==> src/rtl/btn_press_counter.sv <==
// btn_press_counter
// Debounced push-button event counter for the seven-segment display path.
// The raw active-low button is synchronized, filtered by a four-state
// debounce FSM, and turned into a one-cycle press strobe. The 16-bit display
// count advances once per strobe and can be cleared synchronously.
//
// Optional feature macro: BTN_AUTO_REPEAT_EN
//   When defined, holding the button issues extra strobes: the first one
//   REPEAT_DELAY cycles after the press is accepted, then one every
//   REPEAT_PERIOD cycles while the button stays held.
//   When undefined, there is exactly one strobe per accepted press, and the
//   repeat timer and its parameters do not exist.
module btn_press_counter #(
  parameter int unsigned DEBOUNCE_CYCLES = 1000000
`ifdef BTN_AUTO_REPEAT_EN
  ,
  parameter int unsigned REPEAT_DELAY    = 25000000,
  parameter int unsigned REPEAT_PERIOD   = 5000000
`endif
) (
  input  logic        clk,
  input  logic        rst_n,
  input  logic        btn,
  input  logic        clr,
  output logic        pressed,
  output logic        press_pulse,
  output logic [15:0] count
);

  // Debounce timer: counts 0..DEBOUNCE_CYCLES-1, so $clog2 bits always fit.
  localparam int unsigned    TW         = (DEBOUNCE_CYCLES > 1) ? $clog2(DEBOUNCE_CYCLES) : 1;
  localparam logic [TW-1:0] TIMER_ZERO = TW'(0);
  localparam logic [TW-1:0] TIMER_ONE  = TW'(1);
  localparam logic [TW-1:0] TIMER_LAST = TW'(DEBOUNCE_CYCLES - 1);

  typedef enum logic [1:0] {
    ST_REL       = 2'd0,
    ST_PRESS_CHK = 2'd1,
    ST_HELD      = 2'd2,
    ST_REL_CHK   = 2'd3
  } state_e;

  // Synchronizer stages; both idle at the released level (1).
  logic          s1_q;
  logic          s2_q;

  // Debounce FSM state and its registered outputs.
  state_e        state_q;
  logic [TW-1:0] timer_q;
  logic          pressed_q;
  logic          press_pulse_q;

  // Display count.
  logic [15:0]   count_q;
  logic [15:0]   count_d;

  // Strobe sources decoded from the current state.
  logic          timer_done_s;
  logic          press_accept_s;
  logic          repeat_fire_s;
  logic          pulse_fire_s;

  // Two-flop synchronizer on the asynchronous button; only s2_q is used downstream
  always_ff @(posedge clk or negedge rst_n) begin
    if (!rst_n) begin
      s1_q <= 1'b1;
      s2_q <= 1'b1;
    end else begin
      s1_q <= btn;
      s2_q <= s1_q;
    end
  end

  assign timer_done_s   = (timer_q == TIMER_LAST);
  assign press_accept_s = (state_q == ST_PRESS_CHK) && !s2_q && timer_done_s;

`ifdef BTN_AUTO_REPEAT_EN
  // Repeat timer: long enough for whichever of delay/period is larger.
  localparam int unsigned    RPT_MAX  = (REPEAT_DELAY > REPEAT_PERIOD) ? REPEAT_DELAY : REPEAT_PERIOD;
  localparam int unsigned    RW       = (RPT_MAX > 1) ? $clog2(RPT_MAX) : 1;
  localparam logic [RW-1:0] RPT_ZERO = RW'(0);
  localparam logic [RW-1:0] RPT_ONE  = RW'(1);
  localparam logic [RW-1:0] RPT_DLY_LAST = RW'(REPEAT_DELAY - 1);
  localparam logic [RW-1:0] RPT_PER_LAST = RW'(REPEAT_PERIOD - 1);

  logic [RW-1:0] rpt_cnt_q;
  logic [RW-1:0] rpt_cnt_d;
  // Set once the first (delayed) repeat has fired; later repeats use the period.
  logic          rpt_armed_q;
  logic          rpt_armed_d;
  logic          rpt_fire_s;
  logic [RW-1:0] rpt_limit_s;

  assign rpt_limit_s = rpt_armed_q ? RPT_PER_LAST : RPT_DLY_LAST;

  // Repeat timer next state: runs while held, freezes during release qualification, clears otherwise
  always_comb begin
    rpt_cnt_d   = rpt_cnt_q;
    rpt_armed_d = rpt_armed_q;
    rpt_fire_s  = 1'b0;
    if ((state_q == ST_HELD) && !s2_q) begin
      if (rpt_cnt_q == rpt_limit_s) begin
        rpt_fire_s  = 1'b1;
        rpt_cnt_d   = RPT_ZERO;
        rpt_armed_d = 1'b1;
      end else begin
        rpt_cnt_d   = rpt_cnt_q + RPT_ONE;
      end
    end else if ((state_q == ST_HELD) || (state_q == ST_REL_CHK)) begin
      // Leaving HELD or bouncing on release: keep the repeat phase intact.
      rpt_cnt_d   = rpt_cnt_q;
      rpt_armed_d = rpt_armed_q;
    end else begin
      // REL and PRESS_CHK: the next HELD entry starts a fresh delay.
      rpt_cnt_d   = RPT_ZERO;
      rpt_armed_d = 1'b0;
    end
  end

  // Repeat timer registers
  always_ff @(posedge clk or negedge rst_n) begin
    if (!rst_n) begin
      rpt_cnt_q   <= RPT_ZERO;
      rpt_armed_q <= 1'b0;
    end else begin
      rpt_cnt_q   <= rpt_cnt_d;
      rpt_armed_q <= rpt_armed_d;
    end
  end

  assign repeat_fire_s = rpt_fire_s;
`else
  assign repeat_fire_s = 1'b0;
`endif

  // Strobe and count next state; clear wins over a simultaneous strobe
  always_comb begin
    pulse_fire_s = press_accept_s | repeat_fire_s;
    if (clr) begin
      count_d = 16'h0000;
    end else if (pulse_fire_s) begin
      count_d = count_q + 16'h0001;
    end else begin
      count_d = count_q;
    end
  end

  // Debounce FSM with registered pressed level and press strobe
  always_ff @(posedge clk or negedge rst_n) begin
    if (!rst_n) begin
      state_q       <= ST_REL;
      timer_q       <= TIMER_ZERO;
      pressed_q     <= 1'b0;
      press_pulse_q <= 1'b0;
    end else begin
      press_pulse_q <= pulse_fire_s;
      case (state_q)
        ST_REL: begin
          timer_q <= TIMER_ZERO;
          if (!s2_q) begin
            state_q <= ST_PRESS_CHK;
          end else begin
            state_q <= ST_REL;
          end
        end
        ST_PRESS_CHK: begin
          if (s2_q) begin
            // Bounce before qualification: start over from released.
            state_q <= ST_REL;
            timer_q <= TIMER_ZERO;
          end else if (timer_done_s) begin
            state_q   <= ST_HELD;
            timer_q   <= TIMER_ZERO;
            pressed_q <= 1'b1;
          end else begin
            state_q <= ST_PRESS_CHK;
            timer_q <= timer_q + TIMER_ONE;
          end
        end
        ST_HELD: begin
          timer_q <= TIMER_ZERO;
          if (s2_q) begin
            state_q <= ST_REL_CHK;
          end else begin
            state_q <= ST_HELD;
          end
        end
        ST_REL_CHK: begin
          if (!s2_q) begin
            // Bounce during release: still held.
            state_q <= ST_HELD;
            timer_q <= TIMER_ZERO;
          end else if (timer_done_s) begin
            state_q   <= ST_REL;
            timer_q   <= TIMER_ZERO;
            pressed_q <= 1'b0;
          end else begin
            state_q <= ST_REL_CHK;
            timer_q <= timer_q + TIMER_ONE;
          end
        end
        default: begin
          state_q   <= ST_REL;
          timer_q   <= TIMER_ZERO;
          pressed_q <= 1'b0;
        end
      endcase
    end
  end

  // Display count register, updated on the same edge the strobe is raised
  always_ff @(posedge clk or negedge rst_n) begin
    if (!rst_n) begin
      count_q <= 16'h0000;
    end else begin
      count_q <= count_d;
    end
  end

  assign pressed     = pressed_q;
  assign press_pulse = press_pulse_q;
  assign count       = count_q;

endmodule

==> config.mk <==
export PLATFORM = sky130hd
export DESIGN_NAME = btn_press_counter
export DESIGN_NICKNAME = d
export VERILOG_FILES = /design/src/rtl/btn_press_counter.sv
export SDC_FILE = /design/constraint.sdc
export NUM_CORES = 1
export LEC_CHECK = 0
export CAP_MARGIN = 15
export CORE_MARGIN = 2
export CORE_UTILIZATION = 25
export CTS_CLUSTER_SIZE = 14
export DETAILED_ROUTE_END_ITERATION = 10
export PLACE_DENSITY = 0.49
export SKIP_CTS_REPAIR_TIMING = 1
export SLEW_MARGIN = 20
export SYNTH_ARGS = -nofsm -noshare
export SYNTH_HDL_FRONTEND = slang
export SYNTH_SLANG_ARGS = --single-unit
export TNS_END_PERCENT = 30
==> constraint.sdc <==
create_clock -name clk -period 5.7 [get_ports clk]
set_input_delay 0.855 -clock clk [delete_from_list [all_inputs] [get_ports clk]]
set_output_delay 0.855 -clock clk [all_outputs]
set_load 0.02 [all_outputs]
==> key figures <==
Pwr
  – Power density over the cells: around 200 mW/mm²
  – Sw Pwr: about 0.12 mW
  – Worst VDD drop: between 0.07 and 0.08 mV
  – Share of total power in combinational logic: under 10%
  – Switch share: approximately 22%
  – Leak: between 0.9 and 1 nW
  – Power share of the sequential group: 58.2%
  – Clock group share of total power: about two fifths
  – Post-layout total power: about 0.52 mW
  – Cell-internal power: ~0.40 mW

CTS
  – Clock tree from TritonCTS: done
  – CTS sink cnt: 42
  – Clk Tree Root Cell: sky130_fd_sc_hd__clkbuf_8
  – Clock-pin slew on the worst setup and hold paths: about 70 ps
  – H-tree depth reported by CTS: 2
  – Worst-Skew Late Latency: ~300 ps
  – CTS Buf Count: 5
  – Worst-case clock buffer depth: 2

Min path
  – Hold path cells: 0
  – Hold EP: s2_q$_DFF_PN1_
  – Kind of path behind the tightest hold check: register to register
  – Min-delay src: s1_q$_DFF_PN1_

GRT
  – Total Routing Usage GR: 10.4%
  – Vias in the first global route: around 1.7k
  – Largest net degree at the start of global routing: 43
  – Total overflow reported by the global router: 0
  – Wire length of the first global-routing pass: approximately 8200 µm
  – Antenna violations before repair: 0

Critical path
  – Crit path cell chain: ha_1 > and4_1 > nand4_4 > o21bai_2 > nor2_1
  – Buffers & Inverters on Critical Path: 0
  – Required arrival time at the worst endpoint: 5850 ps
  – Worst endpoint data arrival time: about 2600 ps
  – Crit path max-delay cell type: sky130_fd_sc_hd__o21bai_2
  – Dominant delay contributor by cell family on the critical path: simple AND/OR/NAND/NOR gates
  – Worst R2R Start: timer_q[0]$_DFF_PN0_
  – Type of origin of the critical path: register
  – Register-to-register setup slack: 3230 ps
  – Maximum fanout encountered on the critical timing path: 33
  – Kind of capture point of the worst setup path: register
  – Crit path largest cell delay: between 700 and 800 ps
  – Worst Reg2Reg Path Length in Cells: 5
  – Critical Setup Path Class: register to register
  – Worst R2R End: timer_q[8]$_DFF_PN0_

Placed design
  – Post-placement cell count: 342
  – Total half-perimeter wirelength after legalization and detailed placement: between 3000 and 4000 µm
  – Post-detailed-placement cell area: 0.00249 mm²
  – Setup WS pre-CTS: ~3200 ps
  – Gp weighted congestion: approximately 0.73
  – IO buf count: 21

Die
  – Vertical die dimension: slightly below 100 µm
  – Area of the die: slightly below 0.01 mm²
  – Effective utilization at floorplan: between 20% and 30%
  – Row count: 34
  – Die Wd: 98.1 µm
  – Standard cell core area: between 0.008 and 0.009 mm²
  – Number of primary I/O pins: 22

Timing
  – Unrepaired setup endpoints after global routing: false
  – Post-route fraction of the period consumed by the critical path: a little over two fifths
  – Least-Margin Pin Slew: around 800 ps
  – Setup-failing EPs final: 0
  – Final count of hold timing violations: 0
  – Max-slew violation count: 0
  – Highest Clock Rate: about 400 MHz
  – Setup total negative slack: 0 ps
  – Worst-case headroom to the max-slew limit: 46.3%
  – Final setup skew: approximately 9.7 ps
  – Final critical-path setup slack: roughly 3200 ps
  – Time the final worst path needs with I/O delays and setup: about 2500 ps
  – Hold slack final: ~360 ps

Cells and area
  – Final standard cell area without fillers: 0.00259 mm²
  – Final #Nets: around 250
  – Layout Cells excl Fill: 350
  – Final design utilization: about 30%
  – Ratio of cells with drive above 1 in the final layout: around 9%
  – Area added between synthesis and finish: 16.8%
  – Antenna fix cells: 0

Logic synthesis
  – Number of warnings printed during yosys synthesis: 0
  – Number of storage elements in the synthesis netlist: 42
  – Post-synthesis average cell area: between 9 and 10 µm²
  – Most common flop cell mapped by yosys: sky130_fd_sc_hd__dfrtp_1
  – Number of distinct standard cells referenced by the synthesized netlist: 37
  – Share of synthesized flip-flops with an asynchronous set or reset: between 90% and 100%
  – Netlist area before placement: approximately 0.0022 mm²
  – Top cell type by total area after synthesis: sky130_fd_sc_hd__dfrtp_1
  – Cells after synthesis: approximately 230
  – Sequential share of the synthesized area: around 48%
  – Synth Net Count: approximately 230
  – Dominant cells by area after synthesis: sky130_fd_sc_hd__dfrtp_1 (45%), sky130_fd_sc_hd__nor2_1 (4.1%), sky130_fd_sc_hd__a21oi_1 (3.4%)
  – Number of synthesized flops with an enable pin: 0
  – Yosys top cell area share: between 40% and 50%

Routing
  – Via density per instance: a little under 5
  – Pre-antenna DRT Iters: 4
  – DRC violation count after routing: 0
  – Remaining antenna violation count after routing: 0
  – Post-detailed-route wirelength per cell: approximately 14 µm
  – DR iter-0 viols: 55
  – Post-Route WL: roughly 4800 µm
  – Total number of vias: about 1.7k

Flow run
  – Max Cap Viol: 0

Outcome
  – Result of the run: finished clean
[worst reg2reg max path, cell delays in order (launching register included)]
cell and delay (ps):
sky130_fd_sc_hd__dfrtp_1 400, sky130_fd_sc_hd__ha_1 220, sky130_fd_sc_hd__and4_1 390, sky130_fd_sc_hd__nand4_4 420, sky130_fd_sc_hd__o21bai_2 790, sky130_fd_sc_hd__nor2_1 120
[final cells by class]
class / count / area (µm²)
inverter: 9 / 33.8
fill: 912 / 6050
clock buffer: 7 / 86.3
tap: 108 / 135
sequential: 42 / 1050
timing repair buffer: 22 / 215
clock inverter: 1 / 5.00
multi-input combinational: 161 / 1060
[layer usage]
metal	wire length (µm)	part of all wire (%)	global-route usage, %	up-vias
li1	-	-	-	862
met1	2380	50	14.2	841
met2	2130	45	16.2	25
met3	192	4.0	2.72	8
met4	67	1.4	3.21	0
met5	0	0	0	-
[placed cells by master, fill, tap and decap left out, types with 3 or more instances in the layout]
cell / n
sky130_fd_sc_hd__nand4_1: 12
sky130_fd_sc_hd__nor4_1: 9
sky130_fd_sc_hd__nor2b_1: 4
sky130_fd_sc_hd__nor2_1: 24
sky130_fd_sc_hd__a21oi_1: 15
sky130_fd_sc_hd__clkbuf_8: 6
sky130_fd_sc_hd__or4_1: 10
sky130_fd_sc_hd__or3_1: 5
sky130_fd_sc_hd__nand2_1: 11
sky130_fd_sc_hd__nand3_1: 10
sky130_fd_sc_hd__inv_1: 9
sky130_fd_sc_hd__xor2_1: 7
sky130_fd_sc_hd__xnor2_1: 7
sky130_fd_sc_hd__o21ai_0: 5
sky130_fd_sc_hd__and4_1: 6
sky130_fd_sc_hd__and3_1: 3
sky130_fd_sc_hd__mux2_2: 3
sky130_fd_sc_hd__o31ai_1: 10
sky130_fd_sc_hd__clkdlybuf4s50_1: 20
sky130_fd_sc_hd__dfrtp_1: 40
[worst max path at each step]
stage / from / to / slack (ps) / cells after the start
after detailed placement: timer_q[0]$_DFF_PN0_ / timer_q[10]$_DFF_PN0_ / 3160 / 5
after CTS: timer_q[0]$_DFF_PN0_ / timer_q[8]$_DFF_PN0_ / 3160 / 5
after global routing: timer_q[0]$_DFF_PN0_ / timer_q[5]$_DFF_PN0_ / 2940 / 5
after global placement: timer_q[0]$_DFF_PN0_ / timer_q[12]$_DFF_PN0_ / 3240 / 5
final: timer_q[0]$_DFF_PN0_ / timer_q[8]$_DFF_PN0_ / 3230 / 5
after floorplan: timer_q[0]$_DFF_PN0_ / count[10]$_DFFE_PN0P_ / 3770 / 7
[synth_stat cells, drive strengths merged, types with 7 or more instances]
master and number:
a21oi 15, buf 9, dfrtp 40, inv 9
nand2 11, nand3 10, nand4 14, nor2 24
nor4 9, o31ai 10, or4 10, xnor2 7
xor2 7
[registers in the layout, indices dropped and copies added (netlist names)]
signal / cells
press_pulse: 1
pressed: 1
timer_q: 20
s1_q: 1
state_q: 2
count: 16
s2_q: 1
[logic make-up (layout without fill, tap and decap cells)]
| family | Yosys count | after routing | synth area share (%) |
|---|---|---|---|
| buffers and inverters | 22 | 39 | 4.63 |
| flip-flops | 42 | 42 | 47.6 |
| XOR/XNOR | 14 | 14 | 5.54 |
| adder cells (fa/ha/maj) | 2 | 2 | 1.13 |
| multiplexers | 5 | 5 | 2.54 |
| AO/OA/AOI/OAI | 37 | 37 | 10.9 |
| AND/OR/NAND/NOR | 103 | 103 | 27.7 |
[power by group through the flow]
stage | clock [mW] | sequential (mW) | combinational [mW]
CTS | 0.211 | 0.302 | 0.0165
finish | 0.201 | 0.302 | 0.0158
detailed placement | 0 | 0.308 | 0.0164
global route | 0.226 | 0.302 | 0.0187
global placement | 0 | 0.308 | 0.0164
floorplan | 0 | 0.307 | 0.00674
No activity file was read; power rests on OpenSTA's default activity.
